### src/rtl/kc_intc_pkg.sv
// kc_intc_pkg
//   Shared definitions for the KC-LS1u+ interrupt controller:
//   register window offsets, controller state encoding and the
//   maximum number of request lines the 6-bit interrupt code can name.
package kc_intc_pkg;

    localparam int MAX_SRC = 64;

    // Byte offsets inside the 32-byte register window
    localparam logic [4:0] OFS_ENABLE  = 5'h00;  // 8 bytes
    localparam logic [4:0] OFS_PENDING = 5'h08;  // 8 bytes
    localparam logic [4:0] OFS_EDGE    = 5'h10;  // 8 bytes
    localparam logic [4:0] OFS_IVT     = 5'h18;  // 3 bytes, little-endian
    localparam logic [4:0] OFS_CTRL    = 5'h1B;
    localparam logic [4:0] OFS_CUR     = 5'h1C;

    typedef enum logic {
        ST_IDLE   = 1'b0,
        ST_ACTIVE = 1'b1
    } state_e;

endpackage

### src/rtl/kc_intc_prio_enc.sv
// kc_intc_prio_enc
//   Fixed-priority encoder, lowest index wins.
//   Ports:
//     req   in  N_SRC - request vector
//     valid out 1     - any request present
//     index out 6     - index of the lowest set request (0 when none)
module kc_intc_prio_enc #(
    parameter int N_SRC = 16
) (
    input  logic [N_SRC-1:0] req,
    output logic             valid,
    output logic [5:0]       index
);

    // Scan high to low so the last hit (lowest index) is what remains.
    always_comb begin
        index = '0;
        for (int i = N_SRC - 1; i >= 0; i--) begin
            if (req[i]) index = 6'(i);
        end
    end

    assign valid = |req;

endmodule

### src/rtl/kc_ls1u_intc.sv
// kc_ls1u_intc
//   Memory-mapped interrupt controller feeding the KC-LS1u+ core.
//   Latches up to 64 edge/level request lines, picks the lowest
//   eligible index and holds INT/INTCODE until software writes EOI.
//   Ports:
//     clk, rst            clock, synchronous active-high reset
//     irq      in N_SRC   request lines
//     daddr    in 24      core data address
//     dread    in 1       core read strobe
//     dwrite   in 1       core write strobe
//     wdata    in 8       core write data
//     rdata    out 8      register read data (combinational, 0 when not read)
//     rsel     out 1      daddr inside the 32-byte window
//     INT      out 1      interrupt request
//     INTCODE  out 6      code of the presented interrupt
//     IVT_addr out 24     vector table base
//   Build option: define KC_INTC_SYNC_EN to put a 2-flop synchronizer on
//   every irq line (adds 2 cycles to all irq->INT latencies).
module kc_ls1u_intc
    import kc_intc_pkg::*;
#(
    parameter int          N_SRC     = 16,
    parameter logic [23:0] BASE_ADDR = 24'hFFFF00,
    parameter logic [23:0] IVT_RESET = 24'h000100
) (
    input  logic             clk,
    input  logic             rst,
    input  logic [N_SRC-1:0] irq,
    input  logic [23:0]      daddr,
    input  logic             dread,
    input  logic             dwrite,
    input  logic [7:0]       wdata,
    output logic [7:0]       rdata,
    output logic             rsel,
    output logic             INT,
    output logic [5:0]       INTCODE,
    output logic [23:0]      IVT_addr
);

    // ---------------- address decode ----------------
    logic [23:0] off;
    logic [4:0]  ofs;
    logic        wr;

    assign off  = daddr - BASE_ADDR;
    assign rsel = (off < 24'd32);
    assign ofs  = off[4:0];
    assign wr   = dwrite & rsel;

    logic wr_en, wr_pnd, wr_edge, wr_eoi;
    assign wr_en   = wr && (ofs[4:3] == OFS_ENABLE[4:3]);
    assign wr_pnd  = wr && (ofs[4:3] == OFS_PENDING[4:3]);
    assign wr_edge = wr && (ofs[4:3] == OFS_EDGE[4:3]);
    assign wr_eoi  = wr && (ofs == OFS_CUR);

    // ---------------- request input ----------------
    logic [N_SRC-1:0] irq_s;

`ifdef KC_INTC_SYNC_EN
    logic [N_SRC-1:0] sync1_q, sync2_q;
    always_ff @(posedge clk) begin
        if (rst) begin
            sync1_q <= '0;
            sync2_q <= '0;
        end else begin
            sync1_q <= irq;
            sync2_q <= sync1_q;
        end
    end
    assign irq_s = sync2_q;
`else
    assign irq_s = irq;
`endif

    // ---------------- registers ----------------
    logic [N_SRC-1:0] enable_q, enable_d;
    logic [N_SRC-1:0] edge_q,   edge_d;
    logic [N_SRC-1:0] pend_q,   pend_d;   // latched bits of edge sources
    logic [N_SRC-1:0] irq_q;
    logic [23:0]      ivt_q,    ivt_d;
    logic             gie_q,    gie_d;
    state_e           state_q,  state_d;
    logic [5:0]       cur_q,    cur_d;

    logic [N_SRC-1:0] rise, pend_now, clr;
    logic             eoi_fire;

    assign rise     = irq_s & ~irq_q;
    // Edge set is folded in combinationally so an edge in cycle N can be
    // arbitrated in N and presented in N+1, same as a level source.
    assign pend_now = (edge_q & (pend_q | rise)) | (~edge_q & irq_s);
    assign eoi_fire = wr_eoi && (state_q == ST_ACTIVE);

    // Byte-lane writes to the per-source vectors; bytes past N_SRC simply
    // have no bits to land in.
    always_comb begin
        enable_d = enable_q;
        edge_d   = edge_q;
        clr      = '0;
        for (int n = 0; n < N_SRC; n++) begin
            if (ofs[2:0] == 3'(n / 8)) begin
                if (wr_en)   enable_d[n] = wdata[n % 8];
                if (wr_edge) edge_d[n]   = wdata[n % 8];
                if (wr_pnd)  clr[n]      = wdata[n % 8];
            end
            if (eoi_fire && (cur_q == 6'(n))) clr[n] = 1'b1;
        end
    end

    // Set wins over clear; non-edge sources never hold a latched bit.
    assign pend_d = ((pend_q & ~clr) | rise) & edge_q;

    always_comb begin
        ivt_d = ivt_q;
        gie_d = gie_q;
        if (wr) begin
            case (ofs)
                OFS_IVT:        ivt_d[7:0]   = wdata;
                OFS_IVT + 5'd1: ivt_d[15:8]  = wdata;
                OFS_IVT + 5'd2: ivt_d[23:16] = wdata;
                OFS_CTRL:       gie_d        = wdata[0];
                default: ;
            endcase
        end
    end

    always_ff @(posedge clk) begin
        if (rst) begin
            enable_q <= '0;
            edge_q   <= '0;
            pend_q   <= '0;
            irq_q    <= '0;
            ivt_q    <= IVT_RESET;
            gie_q    <= 1'b0;
        end else begin
            enable_q <= enable_d;
            edge_q   <= edge_d;
            pend_q   <= pend_d;
            irq_q    <= irq_s;
            ivt_q    <= ivt_d;
            gie_q    <= gie_d;
        end
    end

    // ---------------- arbitration ----------------
    logic       win_vld;
    logic [5:0] win_idx;

    kc_intc_prio_enc #(.N_SRC(N_SRC)) u_prio (
        .req   (pend_now & enable_q),
        .valid (win_vld),
        .index (win_idx)
    );

    // ---------------- FSM ----------------
    always_ff @(posedge clk) begin
        if (rst) begin
            state_q <= ST_IDLE;
            cur_q   <= '0;
        end else begin
            state_q <= state_d;
            cur_q   <= cur_d;
        end
    end

    always_comb begin
        state_d = state_q;
        cur_d   = cur_q;
        case (state_q)
            ST_IDLE: begin
                if (gie_q && win_vld) begin
                    state_d = ST_ACTIVE;
                    cur_d   = win_idx;
                end
            end
            ST_ACTIVE: begin
                // Only EOI releases the presented code; config changes don't.
                if (wr_eoi) state_d = ST_IDLE;
            end
            default: state_d = ST_IDLE;
        endcase
    end

    always_comb begin
        INT     = (state_q == ST_ACTIVE);
        INTCODE = cur_q;
    end

    assign IVT_addr = ivt_q;

    // ---------------- read mux ----------------
    logic [7:0] en_byte, pnd_byte, edge_byte, rd_byte;

    always_comb begin
        en_byte   = '0;
        pnd_byte  = '0;
        edge_byte = '0;
        for (int n = 0; n < N_SRC; n++) begin
            if (ofs[2:0] == 3'(n / 8)) begin
                en_byte[n % 8]   = enable_q[n];
                pnd_byte[n % 8]  = pend_now[n];
                edge_byte[n % 8] = edge_q[n];
            end
        end
    end

    always_comb begin
        rd_byte = '0;
        case (ofs[4:3])
            OFS_ENABLE[4:3]:  rd_byte = en_byte;
            OFS_PENDING[4:3]: rd_byte = pnd_byte;
            OFS_EDGE[4:3]:    rd_byte = edge_byte;
            default: begin
                case (ofs)
                    OFS_IVT:        rd_byte = ivt_q[7:0];
                    OFS_IVT + 5'd1: rd_byte = ivt_q[15:8];
                    OFS_IVT + 5'd2: rd_byte = ivt_q[23:16];
                    OFS_CTRL:       rd_byte = {7'b0, gie_q};
                    OFS_CUR:        rd_byte = {(state_q == ST_ACTIVE), 1'b0, cur_q};
                    default:        rd_byte = '0;
                endcase
            end
        endcase
    end

    assign rdata = (rsel && dread) ? rd_byte : 8'h00;

endmodule
### config.mk
export PLATFORM = sky130hd
export DESIGN_NAME = kc_ls1u_intc
export DESIGN_NICKNAME = d
export VERILOG_FILES = /design/src/rtl/kc_intc_pkg.sv /design/src/rtl/kc_intc_prio_enc.sv /design/src/rtl/kc_ls1u_intc.sv
export SDC_FILE = /design/constraint.sdc
export NUM_CORES = 1
export LEC_CHECK = 0
export ABC_AREA = 0
export BUFFER_PORTS_ARGS = -buffer_cell sky130_fd_sc_hd__buf_4
export CAP_MARGIN = 20
export CORE_MARGIN = 2
export CORE_UTILIZATION = 50
export CTS_CLUSTER_SIZE = 40
export DETAILED_ROUTE_END_ITERATION = 16
export GPL_TIMING_DRIVEN = 0
export PLACE_DENSITY = 0.73
export REMOVE_ABC_BUFFERS = 1
export SYNTH_ARGS = -nofsm -noshare
export SYNTH_HDL_FRONTEND = slang
export SYNTH_SLANG_ARGS = --single-unit
### constraint.sdc
create_clock -name clk -period 3.73 [get_ports clk]
set_input_delay 0.5595 -clock clk [delete_from_list [all_inputs] [get_ports clk]]
set_output_delay 0.5595 -clock clk [all_outputs]
set_load 0.05 [all_outputs]
After elaboration in Yosys (flattened, before gate mapping)
Index checks and enable logic that the tools add are counted.
Widths: inputs -> output; s select.
Storage, ports and cells
  register bits after elaboration: 96
  output and inout port bits: 40
Cells by class
  equal/unequal tests: 23
  multiplexer cells: 110
  bitwise logic cells: 14
  $lt $le $gt $ge: 1
  reductions and logical operators: 36
  add/subtract/negate cells: 1
Operator list (number)
  $and 16x16->16: 6
  $mux 1: 90
  $mux 4: 16
  $eq 6x4->1 const B: 8
  $not 16->16: 3
  $or 16x16->16: 3
  $pmux 8 s5: 1
  $eq 5x5->1 const B: 5
  $eq 6x3->1 const B: 4
  $lt 24x6->1 const B: 1
  $pmux 8 s3: 1
  $sub 24x24->24 const B: 1
  $logic_and 1x1->1: 23
  $reduce_and 2->1: 9
  $reduce_or 16->1: 1
  $eq 6x2->1 const B: 2
  $mux 8: 1
  $eq 6x1->1 const B: 1
  $logic_not 6->1: 1
  $eq 3x1->1 const B: 1
  $logic_not 3->1: 1
  $eq 2x1->1 const B: 1
  $eq 2x2->1 const B: 1
  $logic_not 2->1: 1
  other kinds (3): 3

Depth between registers and ports, before layout
  word-level depth: 22
  depth in mapped cells: 8

Cells and area by module
A second synthesis with hierarchy kept.
Unflattened totals
  cells, all modules: 660
  area total of the unflattened synthesis: 5516.5 µm²
By module, submodules not included
  kc_ls1u_intc: times used 1, cells an instance 623, area each 5321.4 µm², sequential area each 1921.8 µm²
  kc_intc_prio_enc: times used 1, cells an instance 37, area each 195.2 µm², sequential area each 0.0 µm²

Worst setup path after synthesis
No wires, ideal clock.
  path kind: input-to-output
  start: input daddr[2]
  end: output rdata[2]
  data required time: 3.171 ns
  path slack: 0.191 ns
  stages: 7
  path buffers: 3
  arrival time: 2.979 ns
  cells stage by stage: clkbuf_1 > nor2_1 > and2_1 > clkbuf_1 > clkbuf_1 > a221oi_1 > a221oi_1
On the way
  word-level cells in the longest chain between the ends: 6
  elaborated cells between the ends (all ways): 22
  those cells by class: 1 x add/sub; 1 x order compare; 8 x eq/ne; 9 x mux; 3 x reduce/logical
Ends and longest elaborated chain
  start, declared: line kc_ls1u_intc.sv:29  | input logic [23:0] daddr,
  $sub 24x24->24 *: line kc_ls1u_intc.sv:45  | assign off = daddr - BASE_ADDR;
  parallel branches: the longest is 4 deep, another holds $lt 24x6->1
  $mux 8 *: line kc_ls1u_intc.sv:226  | assign rdata = (rsel && dread) ? rd_byte : 8'h00;
  end, declared: line kc_ls1u_intc.sv:33  | output logic [7:0] rdata,
Mark *: on every way between the ends.

Worst setup path in the final report
  start: input daddr[4]
  end: output rdata[6]
On the way
  word-level cells in the longest chain between the ends: 5
  elaborated cells between the ends (all ways): 14
  those cells by class: 1 x add/sub; 1 x order compare; 7 x eq/ne; 3 x mux; 2 x reduce/logical
Ends and longest elaborated chain (line)
  $sub 24x24->24 *: kc_ls1u_intc.sv:45
  parallel branches: the longest is 3 deep, another holds $lt 24x6->1
  $mux 8 *: kc_ls1u_intc.sv:226
Marks and branches as above.

==> metrics.yaml <==
ir_worst_vdd_mv: 0.336
maxCapViolCount: 0
die-width_um: 105
dp_hpwl_mm: 10.9
cp_max_fo: 28
fin_nets: 729
syn_avg_cell_area_sq_um: 8.38
grt_max_degree: 96
hold_class: "in2reg"
syn_area_sq_um: 5120
vias_per_cell: 6.12
muxShareOfSynthArea: 0.0968
cts_hold_buf: 0
setup_violations: 0
tightest_slew_ns: 1.10
drt_first_pass_iters: 5
holdPathStages: 2
htreeDepth: 3
gp_congestion: 0.926
io_pins: 92
synthFlopType: "dfxtp_1"
cts_root_buf: "clkbuf_8"
cp_data_required_time_ns: 3.17
num_vias: 4990
row_count: 36
overflow: 0
route.detailed.drc: 0
seqPwrFrac: 0.546
internal_power_mw: 1.36
cts_resized: 0
power_mw: 1.86
setup_tns_ns: 0
grt_pass1_wl_mm: 24.6
drive_above_1_share: 0.194
r2r_start: "edge_q[4]"
relSlewSlack: 0.260
clockBufferDepth: 2
cts_buffers: 9
finalMaxSlewViolations: 0
avgRoutedWirePerCell_um: 19.0
async_flop_share: 0
reg2reg_slack_ns: 1.45
synth_compound_area_frac: 0.222
cp_data_arrival_time_ns: 2.85
hold_viol_final: 0
antenna_found_initial: 0
final.period_utilization: 0.915
coreArea_sq_um: 9860
reg2regPathDepth: 6
die_h_um: 105
post-route-min-period_ns: 3.41
drt_wl_total_mm: 15.4
track_usage: 0.283
final.setup_skew_ns: 0.0138
cts.sinks: 94
status: "completed"
worstSkewPairLatency_ns: 0.39
port_buffers: 89
min-delay-start: "irq[1]"
final_antenna_net_count: 0
drt_iter0_drc: 468
start_util: 0.519
synth.yosys.seq_area_share: 0.368
switching_share: 0.267
synth_top_family_by_area: "simple AND/OR/NAND/NOR gates"
layout_common_cells: "94 x dfxtp_1, 89 x buf_4, 60 x nor2_1"
power_frac_comb: 0.095
post-cts-setup-buffers: 0
final_common_cell: "dfxtp_1"
synth_xor_area_frac: 0
ys_seq_elements: 94
rsz0062_at_grt: "no"
syn2layout_area_growth_pct: 17.4
holdPathEnd: "irq_q[1]"
synthAdderAreaFrac: 0
worstSetupPathType: "in2out"
cp-start-kind: "input port"
ys_warn_count: 0
fmax_mhz: 293
worstReg2RegEnd: "INTCODE[3]"
antenna_cells: 0
power.switching_mw: 0.498
synth_edf_count: 0
p_leak_nw: 2.22
yosys.area_share.simple: 0.255
p_clk_frac: 0.359
cts_tree: "done"
endpoint_kind: "output pin"
powerDensity_nw_per_um2: 310
syn_inst: 611
clk_pin_slew_ns: 0.10
design.die.area_sq_um: 11100
grt_pass1_vias: 4873
synth_cell_types: 61
[area by class of cell]
type / count / area (sq um)
Fill cell: 878 / 3850
Clock buffer: 11 / 151
Inverter: 33 / 124
Timing Repair Buffer: 91 / 681
Multi-Input combinational cell: 448 / 2960
Tap cell: 133 / 166
Clock inverter: 5 / 42.5
Sequential cell: 94 / 1880
[critical path, stage by stage]
cell and delay [ns]:
buf_4 0.34, clkinv_1 0.43, nor2_1 0.52, a21oi_1 0.08, o22ai_1 0.28, a222oi_1 0.16
a21oi_1 0.25, buf_4 0.23
[metal layers]
metal | global-route usage | up-vias | part of all wire
met3 | 0.0518 | 27 | 0.068
met4 | 0.118 | 0 | 0.026
met1 | 0.366 | 2410 | 0.42
met2 | 0.461 | 206 | 0.48
li1 | - | 2347 | -
met5 | 0 | - | 0
[synthesized netlist by cell type, types with 2 or more instances]
cell type	instances	area, sq um
dfxtp_1	94	1880
nor2_1	60	225
mux2i_1	45	450
nand2_1	38	143
nor2b_1	37	231
a21oi_1	33	165
inv_1	32	120
clkbuf_1	25	93.8
nand2b_1	25	156
o21ai_0	25	125
a31oi_1	20	125
and3_1	19	119
a221oi_1	14	123
nand3b_1	9	67.6
a221o_1	8	80.1
nand4_1	8	50.1
o22ai_1	8	50.1
nor3_1	7	35.0
and2_1	6	37.5
o21a_1	6	45.0
a22oi_1	5	37.5
buf_2	5	25.0
nor4_1	5	31.3
a211oi_1	4	30.0
a21boi_0	4	30.0
a222oi_1	4	40.0
a22o_1	4	35.0
buf_4	4	30.0
mux2_2	4	45.0
o21ba_2	4	40.0
a31o_2	3	26.3
nand3_1	3	15.0
o211a_1	3	30.0
o31ai_1	3	22.5
a2111o_1	2	22.5
a2111oi_0	2	17.5
a21o_1	2	15.0
and3_2	2	15.0
nand2_2	2	12.5
nand4b_1	2	17.5
nor3_4	2	32.5
nor4_4	2	42.5
o221ai_1	2	17.5
or4_1	2	15.0
[flip-flops by register name, summed over array words and instances (netlist names)]
name / cells
IVT_addr: 24
edge_q: 16
enable_q: 16
irq_q: 16
pend_q: 16
INTCODE: 4
INT: 1
gie_q: 1
[through the flow]
stage,cell area (sq um),worst slack [ns],hold WS (ns),utilization,instances
floorplan,4950,0.341,0.462,-,575
global placement,5790,0.200,0.483,0.587,797
detailed placement,5810,0.287,0.492,0.589,798
CTS,6000,0.399,0.402,0.608,814
global route,6010,0.261,0.420,0.609,815
finish,6010,0.316,0.408,0.609,815
[worst max-delay path by stage]
| stage | slack (ns) | to | cells after the start | start |
|---|---|---|---|---|
| 2_1_floorplan | 0.34 | rdata[1] | 5 | daddr[7] |
| 4_1_cts | 0.40 | rdata[6] | 8 | daddr[4] |
| 3_3_place_gp | 0.20 | pend_q[1] | 7 | daddr[7] |
| 5_1_grt | 0.26 | rdata[6] | 8 | daddr[4] |
| 6_report | 0.32 | rdata[6] | 8 | daddr[4] |
| 3_5_place_dp | 0.29 | pend_q[14] | 7 | daddr[7] |
[cell families (layout without fill, tap and decap cells)]
group,count (synthesis),in the layout
other,1,2
buffers and inverters,70,140
AND/OR/NAND/NOR,234,234
AO/OA/AOI/OAI,163,163
flip-flops,94,94
multiplexers,49,49
[power by group through the flow]
stage	combinational [mW]	clock, mW	sequential [mW]
after global placement	0.169	0	1.04
final	0.177	0.669	1.02
after detailed placement	0.174	0	1.04
after CTS	0.175	0.678	1.02
after global routing	0.190	0.714	1.02
after floorplan	0.0644	0	1.04
Power figures use the tool's default switching activity.
